<file path="config.mk">
export PLATFORM = sky130hd
export DESIGN_NAME = mem_arbiter_flat
export DESIGN_NICKNAME = d
export VERILOG_FILES = /design/src/rtl/mem_arbiter_if.sv /design/src/rtl/mem_arbiter.sv /design/src/flat_wrapper.sv
export SDC_FILE = /design/constraint.sdc
export NUM_CORES = 1
export LEC_CHECK = 0
export ABC_AREA = 1
export CORE_AREA = 2 2 105 107
export DETAILED_ROUTE_END_ITERATION = 8
export DIE_AREA = 0 0 107 109
export PLACE_DENSITY = 0.83
export SKIP_CTS_REPAIR_TIMING = 1
export SLEW_MARGIN = 20
export SYNTH_ARGS = -nofsm -noshare
export SYNTH_HDL_FRONTEND = slang
export SYNTH_SLANG_ARGS = --single-unit
</file>
<file path="constraint.sdc">
create_clock -name clk -period 3.7 [get_ports clk]
set_clock_uncertainty 0.2 [all_clocks]
set_input_delay 0.74 -clock clk [delete_from_list [all_inputs] [get_ports clk]]
set_output_delay 0.74 -clock clk [all_outputs]
set_load 0.02 [all_outputs]
</file>
<file path="src/rtl/mem_arbiter_if.sv">
// Handshake and memory-bus signals shared by mem_arbiter and its surroundings.
// The master modport is the arbiter's view; slave is the requesters-plus-memory view.
interface mem_arbiter_if #(
    parameter int AddrWidth = 32,
    parameter int DataWidth = 32
);
    logic                 if_req;
    logic [AddrWidth-1:0] if_addr;
    logic                 if_ready;
    logic                 if_rsp_valid;
    logic [DataWidth-1:0] if_rsp_data;

    logic                 d_req;
    logic                 d_we;
    logic [AddrWidth-1:0] d_addr;
    logic [DataWidth-1:0] d_wdata;
    logic                 d_ready;
    logic                 d_rsp_valid;
    logic [DataWidth-1:0] d_rsp_data;

    logic [AddrWidth-1:0] mem_addr;
    logic                 mem_read;
    logic                 mem_write;
    logic [DataWidth-1:0] mem_wdata;
    logic [DataWidth-1:0] mem_rdata;

    modport master (
        input  if_req, if_addr, d_req, d_we, d_addr, d_wdata, mem_rdata,
        output if_ready, if_rsp_valid, if_rsp_data,
        output d_ready, d_rsp_valid, d_rsp_data,
        output mem_addr, mem_read, mem_write, mem_wdata
    );

    modport slave (
        output if_req, if_addr, d_req, d_we, d_addr, d_wdata, mem_rdata,
        input  if_ready, if_rsp_valid, if_rsp_data,
        input  d_ready, d_rsp_valid, d_rsp_data,
        input  mem_addr, mem_read, mem_write, mem_wdata
    );
endinterface

</file>
<file path="src/rtl/mem_arbiter.sv">
// Single-port memory arbiter between instruction fetch and data load/store.
// Data has priority; a saturating wait counter lets a starved fetch win.
module mem_arbiter #(
    parameter int AddrWidth = 32,
    parameter int DataWidth = 32,
    parameter int MaxWait   = 3
) (
    input logic          clk,
    input logic          rst,
    mem_arbiter_if.master bus
);
    localparam logic [3:0] WaitLimit = 4'(MaxWait);

    logic [3:0]           wait_cnt;
    logic                 grant_i;
    logic                 grant_d;
    logic                 d_store;
    logic [AddrWidth-1:0] sel_addr;
    logic [DataWidth-1:0] rd_word;

    always_comb begin
        grant_i = !rst && bus.if_req && (!bus.d_req || (wait_cnt >= WaitLimit));
        grant_d = !rst && bus.d_req && !grant_i;
        d_store = grant_d && bus.d_we;
    end

    assign bus.if_ready = grant_i;
    assign bus.d_ready  = grant_d;

    always_comb begin
        sel_addr      = '0;
        bus.mem_read  = 1'b0;
        bus.mem_write = 1'b0;
        bus.mem_wdata = '0;
        if (grant_i) begin
            sel_addr     = bus.if_addr;
            bus.mem_read = 1'b1;
        end else if (grant_d) begin
            sel_addr = bus.d_addr;
            if (bus.d_we) begin
                bus.mem_write = 1'b1;
                bus.mem_wdata = bus.d_wdata;
            end else begin
                bus.mem_read = 1'b1;
            end
        end
    end

    assign bus.mem_addr = sel_addr;
    // Only look at the memory's data lines when we actually enabled a read.
    assign rd_word = bus.mem_read ? bus.mem_rdata : '0;

    always_ff @(posedge clk or posedge rst) begin
        if (rst) begin
            bus.if_rsp_valid <= 1'b0;
            bus.if_rsp_data  <= '0;
            bus.d_rsp_valid  <= 1'b0;
            bus.d_rsp_data   <= '0;
        end else begin
            bus.if_rsp_valid <= grant_i;
            bus.d_rsp_valid  <= grant_d;
            if (grant_i) begin
                bus.if_rsp_data <= rd_word;
            end
            if (grant_d) begin
                bus.d_rsp_data <= d_store ? '0 : rd_word;
            end
        end
    end

    always_ff @(posedge clk or posedge rst) begin
        if (rst) begin
            wait_cnt <= '0;
        end else if (grant_i || !bus.if_req) begin
            wait_cnt <= '0;
        end else if (wait_cnt != 4'hF) begin
            wait_cnt <= wait_cnt + 4'd1;
        end
    end
endmodule

</file>
<file path="src/flat_wrapper.sv">
// flat-port wrapper written by rule: the top's interface ports become plain ports
module mem_arbiter_flat 
#(
    parameter int AddrWidth = 32,
    parameter int DataWidth = 32,
    parameter int MaxWait   = 3
)
  (clk, rst, bus_if_req, bus_if_addr, bus_d_req, bus_d_we, bus_d_addr, bus_d_wdata, bus_mem_rdata, bus_if_ready, bus_if_rsp_valid, bus_if_rsp_data, bus_d_ready, bus_d_rsp_valid, bus_d_rsp_data, bus_mem_addr, bus_mem_read, bus_mem_write, bus_mem_wdata);
  mem_arbiter_if #(.AddrWidth(AddrWidth), .DataWidth(DataWidth)) bus_i ();
  input logic clk;
  input logic rst;
  input wire logic [$bits(bus_i.if_req)-1:0] bus_if_req;
  input wire logic [$bits(bus_i.if_addr)-1:0] bus_if_addr;
  input wire logic [$bits(bus_i.d_req)-1:0] bus_d_req;
  input wire logic [$bits(bus_i.d_we)-1:0] bus_d_we;
  input wire logic [$bits(bus_i.d_addr)-1:0] bus_d_addr;
  input wire logic [$bits(bus_i.d_wdata)-1:0] bus_d_wdata;
  input wire logic [$bits(bus_i.mem_rdata)-1:0] bus_mem_rdata;
  output wire logic [$bits(bus_i.if_ready)-1:0] bus_if_ready;
  output wire logic [$bits(bus_i.if_rsp_valid)-1:0] bus_if_rsp_valid;
  output wire logic [$bits(bus_i.if_rsp_data)-1:0] bus_if_rsp_data;
  output wire logic [$bits(bus_i.d_ready)-1:0] bus_d_ready;
  output wire logic [$bits(bus_i.d_rsp_valid)-1:0] bus_d_rsp_valid;
  output wire logic [$bits(bus_i.d_rsp_data)-1:0] bus_d_rsp_data;
  output wire logic [$bits(bus_i.mem_addr)-1:0] bus_mem_addr;
  output wire logic [$bits(bus_i.mem_read)-1:0] bus_mem_read;
  output wire logic [$bits(bus_i.mem_write)-1:0] bus_mem_write;
  output wire logic [$bits(bus_i.mem_wdata)-1:0] bus_mem_wdata;
  assign bus_i.if_req = bus_if_req;
  assign bus_i.if_addr = bus_if_addr;
  assign bus_i.d_req = bus_d_req;
  assign bus_i.d_we = bus_d_we;
  assign bus_i.d_addr = bus_d_addr;
  assign bus_i.d_wdata = bus_d_wdata;
  assign bus_i.mem_rdata = bus_mem_rdata;
  assign bus_if_ready = bus_i.if_ready;
  assign bus_if_rsp_valid = bus_i.if_rsp_valid;
  assign bus_if_rsp_data = bus_i.if_rsp_data;
  assign bus_d_ready = bus_i.d_ready;
  assign bus_d_rsp_valid = bus_i.d_rsp_valid;
  assign bus_d_rsp_data = bus_i.d_rsp_data;
  assign bus_mem_addr = bus_i.mem_addr;
  assign bus_mem_read = bus_i.mem_read;
  assign bus_mem_write = bus_i.mem_write;
  assign bus_mem_wdata = bus_i.mem_wdata;
  mem_arbiter #(.AddrWidth(AddrWidth), .DataWidth(DataWidth), .MaxWait(MaxWait)) u_core (.clk(clk), .rst(rst), .bus(bus_i));
endmodule
</file>
======== After elaboration in Yosys (flattened, before gate mapping) ========
Cells that the tools add are included.
word-level totals
  output and inout port bits .............. 134
  logic and storage cells ................. 35
  bits of input ports ..................... 133
  register bits after elaboration ......... 70
operators by class
  $add $sub $neg .......................... 1
  reductions and logical operators ........ 12
  equal/unequal tests ..................... 1
  $lt $le $gt $ge ......................... 1
  mux-type cells .......................... 15
operator list
  kind                                                                number
  two-way mux 32 bit                                                  7
  two-way mux 4 bit                                                   2
  two-way mux 1 bit                                                   6
  logical AND 1 bit                                                   5
  adder 4 x 1 -> 4 bit (second input constant)                        1
  greater-or-equal comparator 4 x 2 -> 1 bit (second input constant)  1
  zero test 1 bit                                                     4
  inequality test 4 bit (second input constant)                       1
  logical OR 1 bit                                                    2
  nonzero test 2 bit                                                  1

======== Depth between registers and ports, before layout ========
Gate-level depths: netlist of run 1.
  word-level depth ........................ 9
  depth in mapped cells ................... 9

======== Worst setup path before layout of run 1 ========
No wires, ideal clock.
  kind .................................... input to output
  start ................................... in bus_d_req
  end ..................................... out bus_mem_read
  buffers on the path ..................... 1
  stages .................................. 7
  data arrival time ....................... 1715 ps
  setup slack ............................. 1045 ps
  cells stage by stage .................... inv_1 -> nor2_1 -> nand2_1 -> nand2_4 -> nand2_2 -> buf_6 -> o21ai_0
on the way
  word-level cells in the longest chain between the ends .. 7
  elaborated cells between the ends (all ways) .. 8
  those cells by class .................... mux (2); reduce/logical (6)
RTL lines
  item                   RTL line            source
  start, declared        flat_wrapper.sv:14  input wire logic [$bits(bus_i.d_req)-1:0] bus_d_req;
  zero test 1 bit        mem_arbiter.sv:22   grant_i = !rst && bus.if_req && (!bus.d_req || (wait_cnt >= WaitLimit));
  logical OR 1 bit       mem_arbiter.sv:22
  logical AND 1 bit      mem_arbiter.sv:22
  zero test 1 bit        mem_arbiter.sv:23   grant_d = !rst && bus.d_req && !grant_i;
  logical AND 1 bit      mem_arbiter.sv:23
  two-way mux 1 bit      mem_arbiter.sv:38   end else if (grant_d) begin
  two-way mux 1 bit (*)  mem_arbiter.sv:35   if (grant_i) begin
  end, declared          flat_wrapper.sv:26  output wire logic [$bits(bus_i.mem_read)-1:0] bus_mem_read;
Mark *: on every way between the ends. The rest lies on a longest branch, timed or not.

======== Worst setup path in the final report of run 1 ========
  start ................................... in bus_d_req
  end ..................................... out bus_mem_wdata[26]
on the way
  word-level cells in the longest chain between the ends .. 7
  elaborated cells between the ends (all ways) .. 8
  those cells by class .................... mux (2); reduce/logical (6)
RTL lines
  item                    RTL line            source
  zero test 1 bit         mem_arbiter.sv:22
  logical OR 1 bit        mem_arbiter.sv:22
  logical AND 1 bit       mem_arbiter.sv:22
  zero test 1 bit         mem_arbiter.sv:23
  logical AND 1 bit       mem_arbiter.sv:23
  two-way mux 32 bit      mem_arbiter.sv:38
  two-way mux 32 bit (*)  mem_arbiter.sv:35
  end, declared           flat_wrapper.sv:28  output wire logic [$bits(bus_i.mem_wdata)-1:0] bus_mem_wdata;
Marked as above.

==> results.tsv, run 1 <==
metric	value	unit
outcome	finished clean	
dieArea	11700	um^2
grt_pass1_vias	4051	
ys_seq_area_frac	0.491	
drt-total-wl	14.2	mm
tritoncts	built	
p_comb_frac	0.370	
ir_drop	0.000251	V
ant_nets	0	
top_layer	met4	
fin_tns_setup	0	ns
cts_buffers	9	
dp_hpwl	10.7	mm
layout.nets	882	
pwr-share-clk	0.243	
synth_nets	624	
ys.flop_type	dfrtp_1	
via_per_inst	4.83	
dp_slack	-0.0191	ns
root_buffer	clkbuf_8	
hold_class	reg -> reg	
cpPeakStageDelay	0.64	ns
criticalPathCategory	in -> out	
wl_met1	5.69	mm
diodes	0	
cp_slowest_cell	clkdlybuf4s50_1	
routabilityCongestion	0.835	
p_sw_frac	0.323	
synth_edf_count	0	
worst_slew_pin_slew	0.729	ns
route.detailed.drc	0	
port_buffers	266	
power.internal	1.66	mW
firstDrtPassIters	5	
cp_max_fo	26	
final_layout_size_suffix_gt1_frac	0.0505	
cellPowerDensity	372	nW/um^2
finalCritPeriodShare	0.989	
place_inst	877	
cts.clk_slew.worst_paths	0.07	ns
route.vias.total	4308	
ys_ff_latch	70	
ys_types	20	
antenna_found_initial	0	
clkSinkCount	70	
worstPathArrival	2.72	ns
crit_path_end_kind	output pin	
switching_power	793	uW
syn_avg_cell_area	7.27	um^2
yosysTopAreaCellShare	0.491	
insertion_delay	0.33	ns
dr_wl_met2	7.12	mm
maxCapViolCount	0	
ys_warn_count	0	
yosys.area.top_type	dfrtp_1	
yosys-top-cells-count	nand2_1 (261), dfrtp_1 (70), nor2_1 (39), nand3_1 (34), nand4_1 (33)	
synth_area_leaders	dfrtp_1 (49%), nand2_1 (27%), nand4_1 (5.8%)	
die_y	109	um
core-area	10600	um^2
wl_per_cell	15.9	um
final_util	0.621	
wl_met3	1.19	mm
grt_start_max_net_pins	52	
hold_viol	0	
grt.total_usage	0.230	
globalRouteOverflowTotal	0	
drtIter0Drc	332	
synth_most_common_cell	nand2_1	
power	2.45	mW
rows	38	
drv_slew	0	
cts.path.max_buffers	2	
setup_ws	0.0394	ns
grt_pass1_wl	21.1	mm
fin_cells	892	
path_cells	clkdlybuf4s50_1 > inv_1 > nor2_1 > nand2_1 > nand2_4 > nand2_2 > buf_12 > nor2_1 > clkdlybuf4s50_1	
initial_core_util	0.336	
required	2.76	ns
sequentialPowerShare	0.387	
htreeDepth	3	
finalCriticalPeriod	3.66	ns
fillers	915	
clock.fmax	273	MHz
synthArstFlopShare	1.00	
p_leak	3.30	nW
area_growth	84.8	%
slew_headroom	0.513	
setup_viol	0	
pin_count	267	
die_width	107	um
synth_area	3560	um^2
start_kind	input port	
netlist_instances	490	
## critical path: cells and delay by family
kind          cells  cell delay (ns)
simple gates      5             0.59
buf+inv           4             1.39
## cell usage in the layout (no fill, tap or decap), drive strengths merged, types with 2 or more instances in the layout
cell type      synthesis  final
nand3                 34     34
nand4                 33     33
nand2                263    263
dfrtp                 70     70
inv                    6      6
clkinvlp               0      2
clkbuf                 7     12
nor2                  39     39
dlymetal6s2s           0     12
buf                   31     19
a21oi                  2      2
clkdlybuf4s50          0    254
## power groups by stage
stage          registers (mW)  logic (mW)  clock network, mW
6_report                0.949       0.907              0.595
5_1_grt                 0.963       0.969              0.655
4_1_cts                 0.948       0.913              0.619
3_5_place_dp            0.960       0.909                  0
3_3_place_gp            0.955       0.894                  0
2_1_floorplan            1.09       0.252                  0
## area by class of cell
class,count,area (um^2),share of cell area
inverter,6,22.5,0.00342
multi-input combinational,376,1580,0.239
tap,140,175,0.0266
clock inverter,3,45.0,0.00684
sequential,70,1750,0.266
timing repair buffer,285,2870,0.436
clock buffer,12,145,0.0220
## final timing paths
kind,startpoint,end,slack [ns],depth (start not counted)
hold / removal,u_core.bus.if_rsp_data[23],u_core.bus.if_rsp_data[23],0.28,2
setup / recovery,bus_d_req,bus_mem_wdata[26],0.04,9
hold reg to reg,u_core.bus.if_rsp_data[23],u_core.bus.if_rsp_data[23],0.28,2
max in group asynchronous,rst,u_core.bus.if_rsp_data[15],1.74,3
setup reg to reg,u_core.wait_cnt[0],u_core.wait_cnt[2],1.44,8
min in group asynchronous,rst,u_core.bus.d_rsp_data[26],0.76,2
## flip-flops by register name, indices dropped and copies added (netlist names)
name,cells
u_core.bus.d_rsp_data,32
u_core.bus.d_rsp_valid,1
u_core.bus.if_rsp_data,32
u_core.bus.if_rsp_valid,1
u_core.wait_cnt,4
## stage by stage
stage,hold WS [ns],cell area [um^2]
final,0.280,6590
after CTS,0.284,6550
after global routing,0.301,6590
after global placement,0.262,6360
after floorplan,0.336,3560
after detailed placement,0.267,6360
## kinds of logic (layout without fill, tap and decap cells)
| logic type | Yosys count | after routing | synth area share |
|---|---|---|---|
| buf+inv | 44 | 306 | 0.0684 |
| compound gates | 4 | 4 | 0.00632 |
| simple gates | 370 | 370 | 0.428 |
| xor+xnor | 1 | 1 | 0.00246 |
| fa+ha+maj | 1 | 1 | 0.00351 |
| flops | 70 | 70 | 0.491 |
## per-layer routing
layer	up-vias	global-route usage
met4	0	0.0482
met1	2023	0.294
met2	213	0.386
met5	-	0
li1	2059	-
met3	13	0.0723
Note: power is estimated with default switching activity, not from simulation.
==> run 2: changes to the inputs <==
--- a/config.mk
+++ b/config.mk
@@ -7,4 +7,5 @@
 export LEC_CHECK = 0
 export ABC_AREA = 1
+export ABC_CLOCK_PERIOD_IN_PS = 3700
 export CORE_AREA = 2 2 105 107
 export DETAILED_ROUTE_END_ITERATION = 8
==> constraint.sdc (replaced) <==
create_clock -name clk -period 3.7 [get_ports clk]
set_clock_uncertainty 0.2 [all_clocks]
set_input_delay 0.74 -clock clk [delete_from_list [all_inputs] [get_ports clk]]
set_output_delay 0.74 -clock clk [all_outputs]
set_load 0.05 [all_outputs]
==> run 2 against run 1 <==
Net effect:
- register-to-register slack improved by 0.02 ns
- highest routed layer unchanged
- setup slack improved by 0.27 ns
- largest cell class unchanged
- flip-flop and latch count did not move
- combinational power rose by 49%
- critical endpoint is now bus_mem_addr[30]
==> results.tsv, run 2 (synthesized netlist as in run 1, its figures left out) <==
metric	value	unit
maxCapViolCount	0	
finalCritPeriodShare	0.918	
cellPowerDensity	411	nW/um^2
dp_hpwl	11.8	mm
finalCriticalPeriod	3.40	ns
hold_class	reg -> reg	
path_delay_family	buffers and inverters	
min_from	u_core.bus.if_rsp_data[30]	
wl_per_cell	17.2	um
grt_pass1_vias	4362	
drt-total-wl	15.3	mm
final_util	0.682	
firstDrtPassIters	5	
r2r_cells	7	
path_cells	clkdlybuf4s50_1 > inv_1 > nor2_1 > nand2_1 > nand2_4 > buf_4 > nand3_1 > nand2_1 > buf_12	
cpPeakStageDelay	0.46	ns
die_y	109	um
fin_tns_setup	0	ns
cts.clk_slew.worst_paths	0.07	ns
min_to	u_core.bus.if_rsp_data[30]	
p_leak	3.42	nW
route.vias.total	4415	
ant_nets	0	
required	2.76	ns
slew_headroom	0.503	
die_width	107	um
worstPathArrival	2.46	ns
r2r_setup_slack	1.46	ns
start_kind	input port	
layout.nets	876	
cp_num_buf_inv	4	
area_growth	103	%
layout_commonest_cell	nand2_1	
grt.total_usage	0.252	
rows	38	
hold_ws	0.286	ns
ir_drop	0.000326	V
fin_cells	888	
rr_startpoint	u_core.wait_cnt[0]	
biggestRegsByFlops	u_core.bus.d_rsp_data: 32 flops, u_core.bus.if_rsp_data: 32 flops, u_core.wait_cnt: 4 flops	
crit_cells	9	
cts.path.max_buffers	2	
globalRouteOverflowTotal	0	
seq_area	1750	um^2
initial_core_util	0.336	
final_layout_size_suffix_gt1_frac	0.137	
htreeDepth	3	
route.detailed.drc	0	
antenna_found_initial	1	
place_inst	871	
grt_pass1_wl	22.8	mm
setup_viol	0	
drtIter0Drc	265	
pin_count	267	
insertion_delay	0.34	ns
layout_common_cells	nand2_1 (261), clkdlybuf4s50_1 (198), buf_12 (71)	
root_buffer	clkbuf_8	
multi_input_area	1580	um^2
hold_viol	0	
drv_slew	0	
core-area	10600	um^2
rsz0062_at_grt	no	
worst_slew_pin_slew	0.744	ns
outcome	finished clean	
routabilityCongestion	0.843	
hold_path_depth	2	
critPathMostFrequentCell	nand2_1	
criticalPathCategory	in -> out	
grt_start_max_net_pins	50	
fillers	831	
cp_slowest_cell	clkdlybuf4s50_1	
port_buffers	266	
cts_buffers	9	
dieArea	11700	um^2
clock.fmax	295	MHz
crit_path_end_kind	output pin	
cp_max_fo	48	
via_per_inst	4.97	
tritoncts	built	
r2r_end	u_core.wait_cnt[2]	
clkSinkCount	70	
run 2: cell count changes in the layout (fill, tap and decap cells not counted), moves of 3 or more:
cell,change
dlymetal6s2s_1,-12
buf_4,-5
clkbuf_8,+3
buf_12,+69
clkdlybuf4s50_1,-56
run 2: worst reg2reg max path, stage by stage, from the launching register on:
cell     delay [ns]
dfrtp_1        0.41
ha_1           0.26
nor2_1         0.18
nand2_1        0.12
nand2_4        0.10
buf_4          0.43
nand2_1        0.24
nor3_1         0.21
run 2: how the worst max path moves through the flow:
stage | start | slack, ns | endpoint
after global routing | bus_d_req | 0.17 | bus_mem_addr[22]
after detailed placement | bus_d_req | 0.31 | bus_mem_addr[30]
after global placement | bus_d_req | 0.29 | bus_mem_addr[0]
after floorplan | bus_d_req | 0.43 | bus_mem_read
final | bus_d_req | 0.30 | bus_mem_addr[30]
after CTS | bus_d_req | 0.31 | bus_mem_addr[30]
run 2: area by class of cell:
type	count	area share
Timing Repair Buffer	279	0.481
Sequential cell	70	0.242
Multi-Input combinational cell	376	0.218
Clock buffer	14	0.0253
Tap cell	140	0.0242
Clock inverter	2	0.00519
Inverter	6	0.00312
Antenna cell	1	0.000346
run 2: layer usage:
metal	track usage	vias to the layer above	routed length [um]
met1	0.296	2088	5740
met2	0.432	251	7860
met4	0.0844	0	298
met5	0	-	0
met3	0.0903	25	1350
li1	-	2051	-
run 2: metrics by stage:
step / worst slack (ns) / power (mW) / instance area [um^2]
after detailed placement: 0.311 / 2.31 / 7000
after CTS: 0.310 / 2.98 / 7220
after floorplan: 0.434 / 1.68 / 3560
final: 0.305 / 2.97 / 7230
after global routing: 0.170 / 3.09 / 7230
after global placement: 0.293 / 2.28 / 7000
run 2: where the power goes:
part           switching [mW]  internal (mW)  leakage (nW)
clock                   0.286          0.386         0.109
combinational           0.825          0.520          2.41
sequential             0.0720          0.879         0.897
total                    1.18           1.79          3.42
